<file path="config.mk">
export PLATFORM = sky130hd
export DESIGN_NAME = jt51_reg_file
export DESIGN_NICKNAME = d
export VERILOG_FILES = /design/src/rtl/jt51_reg_file_pkg.sv /design/src/rtl/jt51_slot_cnt.sv /design/src/rtl/jt51_reg_file.sv
export SDC_FILE = /design/constraint.sdc
export NUM_CORES = 2
export LEC_CHECK = 0
export BUFFER_PORTS_ARGS = -buffer_cell sky130_fd_sc_hd__clkbuf_2
export CAP_MARGIN = 20
export CORE_ASPECT_RATIO = 1.4
export CORE_UTILIZATION = 45
export CTS_CLUSTER_DIAMETER = 60
export DETAILED_ROUTE_END_ITERATION = 10
export GPL_TIMING_DRIVEN = 0
export PLACE_DENSITY = 0.71
export SKIP_CTS_REPAIR_TIMING = 1
export SYNTH_ARGS = -nofsm -noshare
export SYNTH_HDL_FRONTEND = slang
export SYNTH_SLANG_ARGS = --single-unit
</file>
<file path="constraint.sdc">
create_clock -name clk -period 52.9 [get_ports clk]
set_clock_uncertainty 0.15 [all_clocks]
set_input_delay 2.645 -clock clk [delete_from_list [all_inputs] [get_ports clk]]
set_output_delay 2.645 -clock clk [all_outputs]
set_load 0.1 [all_outputs]
</file>
<file path="src/rtl/jt51_reg_file_pkg.sv">
// Shared definitions for the JT51 register file: operator encodings,
// key-on bit positions, din field positions and stored parameter layouts.
package jt51_reg_file_pkg;

  typedef enum logic [1:0] {
    OP_M1 = 2'd0,
    OP_M2 = 2'd1,
    OP_C1 = 2'd2,
    OP_C2 = 2'd3
  } op_e;

  // key-on byte: slot enables are not in op order
  localparam int KON_M1 = 3;
  localparam int KON_C1 = 4;
  localparam int KON_M2 = 5;
  localparam int KON_C2 = 6;

  localparam int RL_LO   = 6;
  localparam int FB_LO   = 3;
  localparam int CON_LO  = 0;
  localparam int KC_LO   = 0;
  localparam int KF_LO   = 2;
  localparam int PMS_LO  = 4;
  localparam int AMS_LO  = 0;
  localparam int DT1_LO  = 4;
  localparam int MUL_LO  = 0;
  localparam int TL_LO   = 0;
  localparam int KS_LO   = 6;
  localparam int AMSEN_B = 7;
  localparam int DT2_LO  = 6;
  localparam int D1L_LO  = 4;
  localparam int RR_LO   = 0;
  localparam int RATE_LO = 0;

  typedef struct packed {
    logic [1:0] rl;
    logic [2:0] fb;
    logic [2:0] con;
    logic [6:0] kc;
    logic [5:0] kf;
    logic [2:0] pms;
    logic [1:0] ams;
  } ch_regs_t;

  typedef struct packed {
    logic [2:0] dt1;
    logic [3:0] mul;
    logic [6:0] tl;
    logic [1:0] ks;
    logic [4:0] ar;
    logic       amsen;
    logic [4:0] d1r;
    logic [1:0] dt2;
    logic [4:0] d2r;
    logic [3:0] d1l;
    logic [3:0] rr;
  } op_regs_t;

  function automatic logic kon_bit(input logic [7:0] d, input logic [1:0] o);
    case (op_e'(o))
      OP_M1:   return d[KON_M1];
      OP_M2:   return d[KON_M2];
      OP_C1:   return d[KON_C1];
      default: return d[KON_C2];
    endcase
  endfunction

  // operator output reaches the accumulator for this connection
  function automatic logic is_carrier(input logic [1:0] o, input logic [2:0] con);
    case (op_e'(o))
      OP_M1:   return con == 3'd7;
      OP_M2:   return con >= 3'd5;
      OP_C1:   return con >= 3'd4;
      default: return 1'b1;
    endcase
  endfunction

endpackage

</file>
<file path="src/rtl/jt51_slot_cnt.sv">
// 32-slot sequencer: advances one slot per cen, wrapping 31 -> 0.
import jt51_reg_file_pkg::*;

module jt51_slot_cnt (
  input  logic       clk,
  input  logic       rst,
  input  logic       cen,
  output logic [4:0] cur,
  output logic [1:0] cur_op,
  output logic       zero
);

  logic [4:0] cur_q, cur_d;

  always_comb begin
    cur_d = cur_q;
    if (cen) cur_d = cur_q + 5'd1;
  end

  always_ff @(posedge clk or posedge rst) begin
    if (rst) cur_q <= '0;
    else     cur_q <= cur_d;
  end

  assign cur    = cur_q;
  assign cur_op = cur_q[4:3];
  assign zero   = (cur_q == 5'd0);

endmodule

</file>
<file path="src/rtl/jt51_reg_file.sv">
// JT51 per-slot parameter store: captures register writes when the sequencer
// reaches the target slot and streams parameters out at each consuming stage.
import jt51_reg_file_pkg::*;

module jt51_reg_file (
  input  logic       clk,
  input  logic       rst,
  input  logic       cen,
  input  logic [7:0] din,
  input  logic       up_rl,
  input  logic       up_kc,
  input  logic       up_kf,
  input  logic       up_pms,
  input  logic       up_dt1,
  input  logic       up_tl,
  input  logic       up_ks,
  input  logic       up_amsen,
  input  logic       up_dt2,
  input  logic       up_d1l,
  input  logic       up_keyon,
  input  logic [1:0] op,
  input  logic [2:0] ch,
  input  logic       csm,
  input  logic       overflow_A,
  output logic [1:0] rl_I,
  output logic [2:0] fb_II,
  output logic [2:0] con_I,
  output logic [6:0] kc_I,
  output logic [5:0] kf_I,
  output logic [2:0] pms_I,
  output logic [1:0] ams_VII,
  output logic [2:0] dt1_II,
  output logic [3:0] mul_VI,
  output logic [6:0] tl_VII,
  output logic [1:0] ks_III,
  output logic [4:0] arate_II,
  output logic       amsen_VII,
  output logic [4:0] rate1_II,
  output logic [1:0] dt2_I,
  output logic [4:0] rate2_II,
  output logic [3:0] d1l_I,
  output logic [3:0] rrate_II,
  output logic       keyon_II,
  output logic [1:0] cur_op,
  output logic       op31_no,
  output logic       op31_acc,
  output logic       zero,
  output logic       m1_enters,
  output logic       m2_enters,
  output logic       c1_enters,
  output logic       c2_enters,
  output logic       use_prevprev1,
  output logic       use_internal_x,
  output logic       use_internal_y,
  output logic       use_prev2,
  output logic       use_prev1
);

  logic [4:0] cur, s2, s3, s6, s7;

  jt51_slot_cnt u_cnt (
    .clk    (clk),
    .rst    (rst),
    .cen    (cen),
    .cur    (cur),
    .cur_op (cur_op),
    .zero   (zero)
  );

  // slot seen by stage k is cur-(k-1)
  assign s2 = cur - 5'd1;
  assign s3 = cur - 5'd2;
  assign s6 = cur - 5'd5;
  assign s7 = cur - 5'd6;

  ch_regs_t [7:0]  ch_q,  ch_d;
  op_regs_t [31:0] opr_q, opr_d;
  logic     [31:0] kon_q, kon_d;
  logic            csm_pend_q, csm_pend_d;
  logic            csm_on_q, csm_on_d;
  logic            run_q, run_d;
  logic            hit;

  assign hit = cen && (cur == {op, ch});

  always_comb begin
    ch_d  = ch_q;
    opr_d = opr_q;
    kon_d = kon_q;
    if (hit) begin
      if (up_rl) begin
        ch_d[ch].rl  = din[RL_LO +: 2];
        ch_d[ch].fb  = din[FB_LO +: 3];
        ch_d[ch].con = din[CON_LO +: 3];
      end
      if (up_kc) ch_d[ch].kc = din[KC_LO +: 7];
      if (up_kf) ch_d[ch].kf = din[KF_LO +: 6];
      if (up_pms) begin
        ch_d[ch].pms = din[PMS_LO +: 3];
        ch_d[ch].ams = din[AMS_LO +: 2];
      end
      if (up_dt1) begin
        opr_d[cur].dt1 = din[DT1_LO +: 3];
        opr_d[cur].mul = din[MUL_LO +: 4];
      end
      if (up_tl) opr_d[cur].tl = din[TL_LO +: 7];
      if (up_ks) begin
        opr_d[cur].ks = din[KS_LO +: 2];
        opr_d[cur].ar = din[RATE_LO +: 5];
      end
      if (up_amsen) begin
        opr_d[cur].amsen = din[AMSEN_B];
        opr_d[cur].d1r   = din[RATE_LO +: 5];
      end
      if (up_dt2) begin
        opr_d[cur].dt2 = din[DT2_LO +: 2];
        opr_d[cur].d2r = din[RATE_LO +: 5];
      end
      if (up_d1l) begin
        opr_d[cur].d1l = din[D1L_LO +: 4];
        opr_d[cur].rr  = din[RR_LO +: 4];
      end
    end
    // key-on names its channel in din, so each of the 4 slots is caught in turn
    if (cen && up_keyon && (cur[2:0] == din[2:0]))
      kon_d[cur] = kon_bit(din, cur[4:3]);
  end

  // CSM pass spans exactly one lap, from one zero-crossing to the next
  always_comb begin
    csm_pend_d = csm_pend_q;
    csm_on_d   = csm_on_q;
    run_d      = run_q | cen;
    if (cen && zero) begin
      csm_on_d = csm_pend_q && !csm_on_q;
      if (csm_on_q) csm_pend_d = 1'b0;
    end
    if (csm && overflow_A) csm_pend_d = 1'b1;
  end

  always_ff @(posedge clk or posedge rst) begin
    if (rst) begin
      ch_q       <= '0;
      opr_q      <= '0;
      kon_q      <= '0;
      csm_pend_q <= 1'b0;
      csm_on_q   <= 1'b0;
      run_q      <= 1'b0;
    end else begin
      ch_q       <= ch_d;
      opr_q      <= opr_d;
      kon_q      <= kon_d;
      csm_pend_q <= csm_pend_d;
      csm_on_q   <= csm_on_d;
      run_q      <= run_d;
    end
  end

  assign rl_I      = ch_q[cur[2:0]].rl;
  assign con_I     = ch_q[cur[2:0]].con;
  assign kc_I      = ch_q[cur[2:0]].kc;
  assign kf_I      = ch_q[cur[2:0]].kf;
  assign pms_I     = ch_q[cur[2:0]].pms;
  assign fb_II     = ch_q[s2[2:0]].fb;
  assign ams_VII   = ch_q[s7[2:0]].ams;
  assign dt2_I     = opr_q[cur].dt2;
  assign d1l_I     = opr_q[cur].d1l;
  assign dt1_II    = opr_q[s2].dt1;
  assign arate_II  = opr_q[s2].ar;
  assign rate1_II  = opr_q[s2].d1r;
  assign rate2_II  = opr_q[s2].d2r;
  assign rrate_II  = opr_q[s2].rr;
  assign ks_III    = opr_q[s3].ks;
  assign mul_VI    = opr_q[s6].mul;
  assign tl_VII    = opr_q[s7].tl;
  assign amsen_VII = opr_q[s7].amsen;
  assign keyon_II  = kon_q[s2] | csm_on_q;
  assign op31_no   = (cur == 5'd31);
  assign op31_acc  = is_carrier(cur[4:3], ch_q[cur[2:0]].con);

  logic [2:0] con2;
  assign con2 = ch_q[s2[2:0]].con;

  // stage II shows slot 31 straight out of reset; hold routing quiet until the first cen
  always_comb begin
    {m1_enters, m2_enters, c1_enters, c2_enters} = 4'b0;
    {use_prev1, use_prevprev1, use_prev2, use_internal_x, use_internal_y} = 5'b0;
    if (run_q) begin
      case (op_e'(s2[4:3]))
        OP_M1: m1_enters = 1'b1;
        OP_M2: begin
          m2_enters      = 1'b1;
          use_prev1      = (con2 == 3'd1) || (con2 == 3'd5);
          use_internal_y = (con2 <= 3'd2);
        end
        OP_C1: begin
          c1_enters     = 1'b1;
          use_prevprev1 = (con2 == 3'd0) || ((con2 >= 3'd3) && (con2 <= 3'd6));
        end
        default: begin
          c2_enters      = 1'b1;
          use_prev1      = (con2 == 3'd3);
          use_prev2      = (con2 <= 3'd4);
          use_internal_x = (con2 == 3'd2) || (con2 == 3'd5);
        end
      endcase
    end
  end

endmodule

</file>
==> results.txt <==
The fraction of synthesis flops using an asynchronous set or reset pin is 100%. The post-layout instance count excluding filler cells came out at 7,170. The share of synthesized area in the top cell type comes to 53.7%. The clock network fraction of design power came out at 29.1%. The core footprint came out at 163,000 sq um. The final layout contains 4,960 nets. The synthesized net count is 4,654. In this run the tightest slew margin relative to its limit is 16.1%. The setup path with the least slack is of type reg -> out. The post-synthesis cell type with the largest combined area is sky130_fd_sc_hd__dfrtp_1. The power dissipated by switching net loads is 1.50 mW.

Dividing the detail-routed wire length by the instance count gives 36.6 um. Input and output buffers added on the ports amount to 97. At the pin with the least slew margin, the transition time is 1260 ps.

The worst setup path is captured at an output pin. Global routing consumed, over all layers together, 31.9% of the routing resources. The period utilization is 21.4%.

The floorplan die area is 166,000 sq um. The die outline width came out at 345 um. The kind of start point of the critical path is a flop. The number of H-tree levels came out at 4. The source-to-sink clock delay at the later pin of the worst-skew pair came out at 830 ps. The global placer's final weighted congestion came out at 1.04.

In the synthesized netlist the dominant register cell turns out to be sky130_fd_sc_hd__dfrtp_1. The highest ir drop seen on vdd is 65.4 uV. The count of nets left with antenna violations once routing finished came out at 0.

In this run the worst path has a maximum fanout of 11. Data on the critical path arrives at its endpoint at 8540 ps. The combinational cell fraction of total power came out at 35.7%.

The fraction of final layout cells sized beyond drive strength 1 is 54.4%. The layout overhead on the synthesized area came out at 12.7%. The leakage power came out at 40.2 nW.

The proportion of total power due to net switching came out at 38.1%. For this design the top-level I/O count stands at 112. The total wirelength of the detailed-routed design is 263,000 um. The part of the total power dissipated in sequential elements came out at 35.2%. Once placement completed, the tool counted placed cells totaling 6,888. The maximum number of pins on one net before global-route repair is 134. The required time reported for the critical path endpoint is 50,110 ps. The number of buffers between clock root and the deepest sink came out at 3.

The initial core utilization is 45.5%. The path class of the tightest hold or removal check is reg -> reg. Setup repair after global routing left no endpoint under its margin.

The wire length of the first global-routing pass is 369,000 um. The power per unit of standard cell area is 47.2 nW/um^2. The sum of negative setup slack is 0 ps. The total count of max-transition violations in the final report is 0. Power comes to 3.95 mW. The worst register-to-register path has a setup slack of 46,550 ps.

The total of warnings raised by yosys came out at 0. The residual overflow from global routing came out at 0. The routed via count came out at 45,700.

The run finished with clean final reports. The first-pass iteration count of the detailed router is 5. The detailed-route DRC error count came out at 0. The die is 482 um tall.

After synthesis the netlist holds a flip-flop and latch count of 1,592. The tool flagged a number of max-cap violations equal to 0. The final critical-path required period came out at 11,340 ps. The via count of the first global-routing pass is 47,700. The gate count of the mapped netlist is 4,615.

The number of antenna violations at the first check in global routing is 20. Of the synthesized area, sequential elements account for 53.7%. The cell area after synthesis came out at 74,200 sq um. The clock transition at the registers of the reported paths is 70 ps. The highest clock rate is 88.2 MHz. The final number of setup-violating endpoints is 0. The total clock buffers created by CTS came out at 154. The number of core rows is 175.

Summed over all nets, the half-perimeter wirelength after detailed placement is 196,000 um. The root buffer cell is sky130_fd_sc_hd__clkbuf_16. TritonCTS built the clock tree. The number of failing hold endpoints at the final stage is 0. The count of flip-flops with a built-in enable after synthesis is 0. The clock drives 1,592 sinks. The ratio of routed vias to standard cells came out at 6.37. In this run, the number of DRC markers left after iteration 0 of detailed routing was 4,554.

The mean instance size in the synthesized netlist came out at 16.1 sq um. Ranked by total cell area, the synthesized netlist is headed by sky130_fd_sc_hd__dfrtp_1, sky130_fd_sc_hd__mux2_2, sky130_fd_sc_hd__mux4_2. Cell internal power was estimated by the tool at 2.44 mW. After synthesis, the netlist uses 50 different library cells.
-- power groups by stage --
stage	registers (mW)	clock network, mW	logic [mW]
finish	1.39	1.15	1.41
floorplan	1.39	0	0.845
global route	1.40	1.20	1.43
detailed placement	1.41	0	1.39
global placement	1.41	0	1.32
CTS	1.38	1.16	1.39
-- critical path, stage by stage (launching register included) --
cell,delay [ps]
sky130_fd_sc_hd__dfrtp_1,490
sky130_fd_sc_hd__buf_2,400
sky130_fd_sc_hd__buf_2,500
sky130_fd_sc_hd__clkbuf_2,780
sky130_fd_sc_hd__clkbuf_1,670
sky130_fd_sc_hd__inv_1,330
sky130_fd_sc_hd__ha_1,370
sky130_fd_sc_hd__buf_2,420
sky130_fd_sc_hd__clkbuf_1,870
sky130_fd_sc_hd__buf_1,970
sky130_fd_sc_hd__mux4_2,570
sky130_fd_sc_hd__mux4_2,500
sky130_fd_sc_hd__mux2_2,370
sky130_fd_sc_hd__clkbuf_2,400
-- cell type report --
type                       count  area (sq um)
antenna                       11          27.5
buffer                       356          1590
clock buffer                 241          4810
clock inverter                29           394
fill                       13400         79600
inverter                      12          52.6
multi-input combinational   2655         32700
sequential                  1592         39800
tap                         2124          2660
timing repair buffer         150          1460
-- metal layers --
metal  wire length, um  share of wire [%]  vias up  global-route usage, %
met3             20800                7.9      768                   7.65
met2            119000                 45     2188                   48.7
met4             28600                 11       14                   29.0
met1             94300                 36    24800                   37.6
met5                86              0.033        -                      0
li1                  -                  -    17900                      -
-- placed cells by master, fill, tap and decap left out, types with 5 or more instances in the layout --
cell type,n
sky130_fd_sc_hd__buf_16,19
sky130_fd_sc_hd__buf_8,18
sky130_fd_sc_hd__buf_2,51
sky130_fd_sc_hd__a21oi_1,7
sky130_fd_sc_hd__clkbuf_16,163
sky130_fd_sc_hd__inv_1,10
sky130_fd_sc_hd__clkinv_8,5
sky130_fd_sc_hd__bufinv_16,7
sky130_fd_sc_hd__buf_6,17
sky130_fd_sc_hd__buf_1,39
sky130_fd_sc_hd__mux2_1,26
sky130_fd_sc_hd__xor2_1,7
sky130_fd_sc_hd__xnor2_2,5
sky130_fd_sc_hd__mux2_2,1583
sky130_fd_sc_hd__o21ai_0,5
sky130_fd_sc_hd__nor2_1,44
sky130_fd_sc_hd__clkbuf_1,248
sky130_fd_sc_hd__clkbuf_8,44
sky130_fd_sc_hd__dfrtp_1,1592
sky130_fd_sc_hd__nand2_1,203
sky130_fd_sc_hd__nand2b_1,8
sky130_fd_sc_hd__ha_1,10
sky130_fd_sc_hd__buf_4,45
sky130_fd_sc_hd__mux4_2,485
sky130_fd_sc_hd__clkinv_2,13
sky130_fd_sc_hd__xnor2_1,7
sky130_fd_sc_hd__nand3_1,56
sky130_fd_sc_hd__clkbuf_2,103
sky130_fd_sc_hd__diode_2,11
sky130_fd_sc_hd__nand3_2,161
-- stage by stage --
stage	hold slack (ps)	area [sq um]	utilization [%]	setup slack, ps
floorplan	303	74200	-	5180
global placement	314	77300	47.4	-10150
detailed placement	322	78300	48.0	42560
CTS	337	83500	51.2	41700
global route	350	83500	51.2	41720
finish	334	83600	51.2	41560
-- flip-flops by register name (all words and copies together), names as in the netlist --
register    flops
opr_q        1344
ch_q          208
kon_q          32
u_cnt.cur       5
csm_on_q        1
csm_pend_q      1
run_q           1
-- logic make-up (layout without fill, tap and decap cells) --
| group | count (synthesis) | in the layout | share of synthesized area [%] |
|---|---|---|---|
| AOI/OAI and AO/OA | 22 | 22 | 0.201 |
| muxes | 2097 | 2097 | 39.2 |
| adders and majority gates | 10 | 10 | 0.169 |
| buffers and inverters | 368 | 788 | 2.19 |
| and+or+nand+nor | 507 | 507 | 4.29 |
| DFF | 1592 | 1592 | 53.7 |
| other | 0 | 11 | 0 |
| xor gates and xnor gates | 19 | 19 | 0.245 |
-- cells in the mapped netlist, types with 2 or more instances --
cell                       instances
sky130_fd_sc_hd__mux2_2         1583
sky130_fd_sc_hd__buf_2            51
sky130_fd_sc_hd__xnor2_2           2
sky130_fd_sc_hd__nor3_1            3
sky130_fd_sc_hd__mux2_1           26
sky130_fd_sc_hd__buf_6             2
sky130_fd_sc_hd__a21oi_1           7
sky130_fd_sc_hd__or2_2             2
sky130_fd_sc_hd__clkbuf_1        220
sky130_fd_sc_hd__nand3_1          56
sky130_fd_sc_hd__xor2_1            7
sky130_fd_sc_hd__inv_1            11
sky130_fd_sc_hd__mux2i_1           3
sky130_fd_sc_hd__a21boi_0          3
sky130_fd_sc_hd__nor4_4            2
sky130_fd_sc_hd__nand2b_1          8
sky130_fd_sc_hd__nor2b_1           3
sky130_fd_sc_hd__nand2_1         203
sky130_fd_sc_hd__ha_1             10
sky130_fd_sc_hd__nand4_1           3
sky130_fd_sc_hd__xnor2_1          10
sky130_fd_sc_hd__buf_1            39
sky130_fd_sc_hd__o21ai_0           5
sky130_fd_sc_hd__buf_4            44
sky130_fd_sc_hd__mux4_2          485
sky130_fd_sc_hd__nor2_2            3
sky130_fd_sc_hd__nor2_1           44
sky130_fd_sc_hd__nor4_1            3
sky130_fd_sc_hd__and3_1            2
sky130_fd_sc_hd__or3_1             2
sky130_fd_sc_hd__nand3_2         161
sky130_fd_sc_hd__nor4_2            3
sky130_fd_sc_hd__dfrtp_1        1592
-- worst paths after layout --
kind	cells past startpoint	endpoint	startpoint
worst max-delay path	13	tl_VII[2]	u_cnt.cur[1]
worst min-delay path	1	ch_q[82]	ch_q[82]
worst max register to register	12	u_cnt.cur[1]	u_cnt.cur[1]
worst min register to register	1	ch_q[82]	ch_q[82]
max in group asynchronous	6	opr_q[9]	rst
min in group asynchronous	2	opr_q[722]	rst
Note: power is estimated with default switching activity, not from simulation.
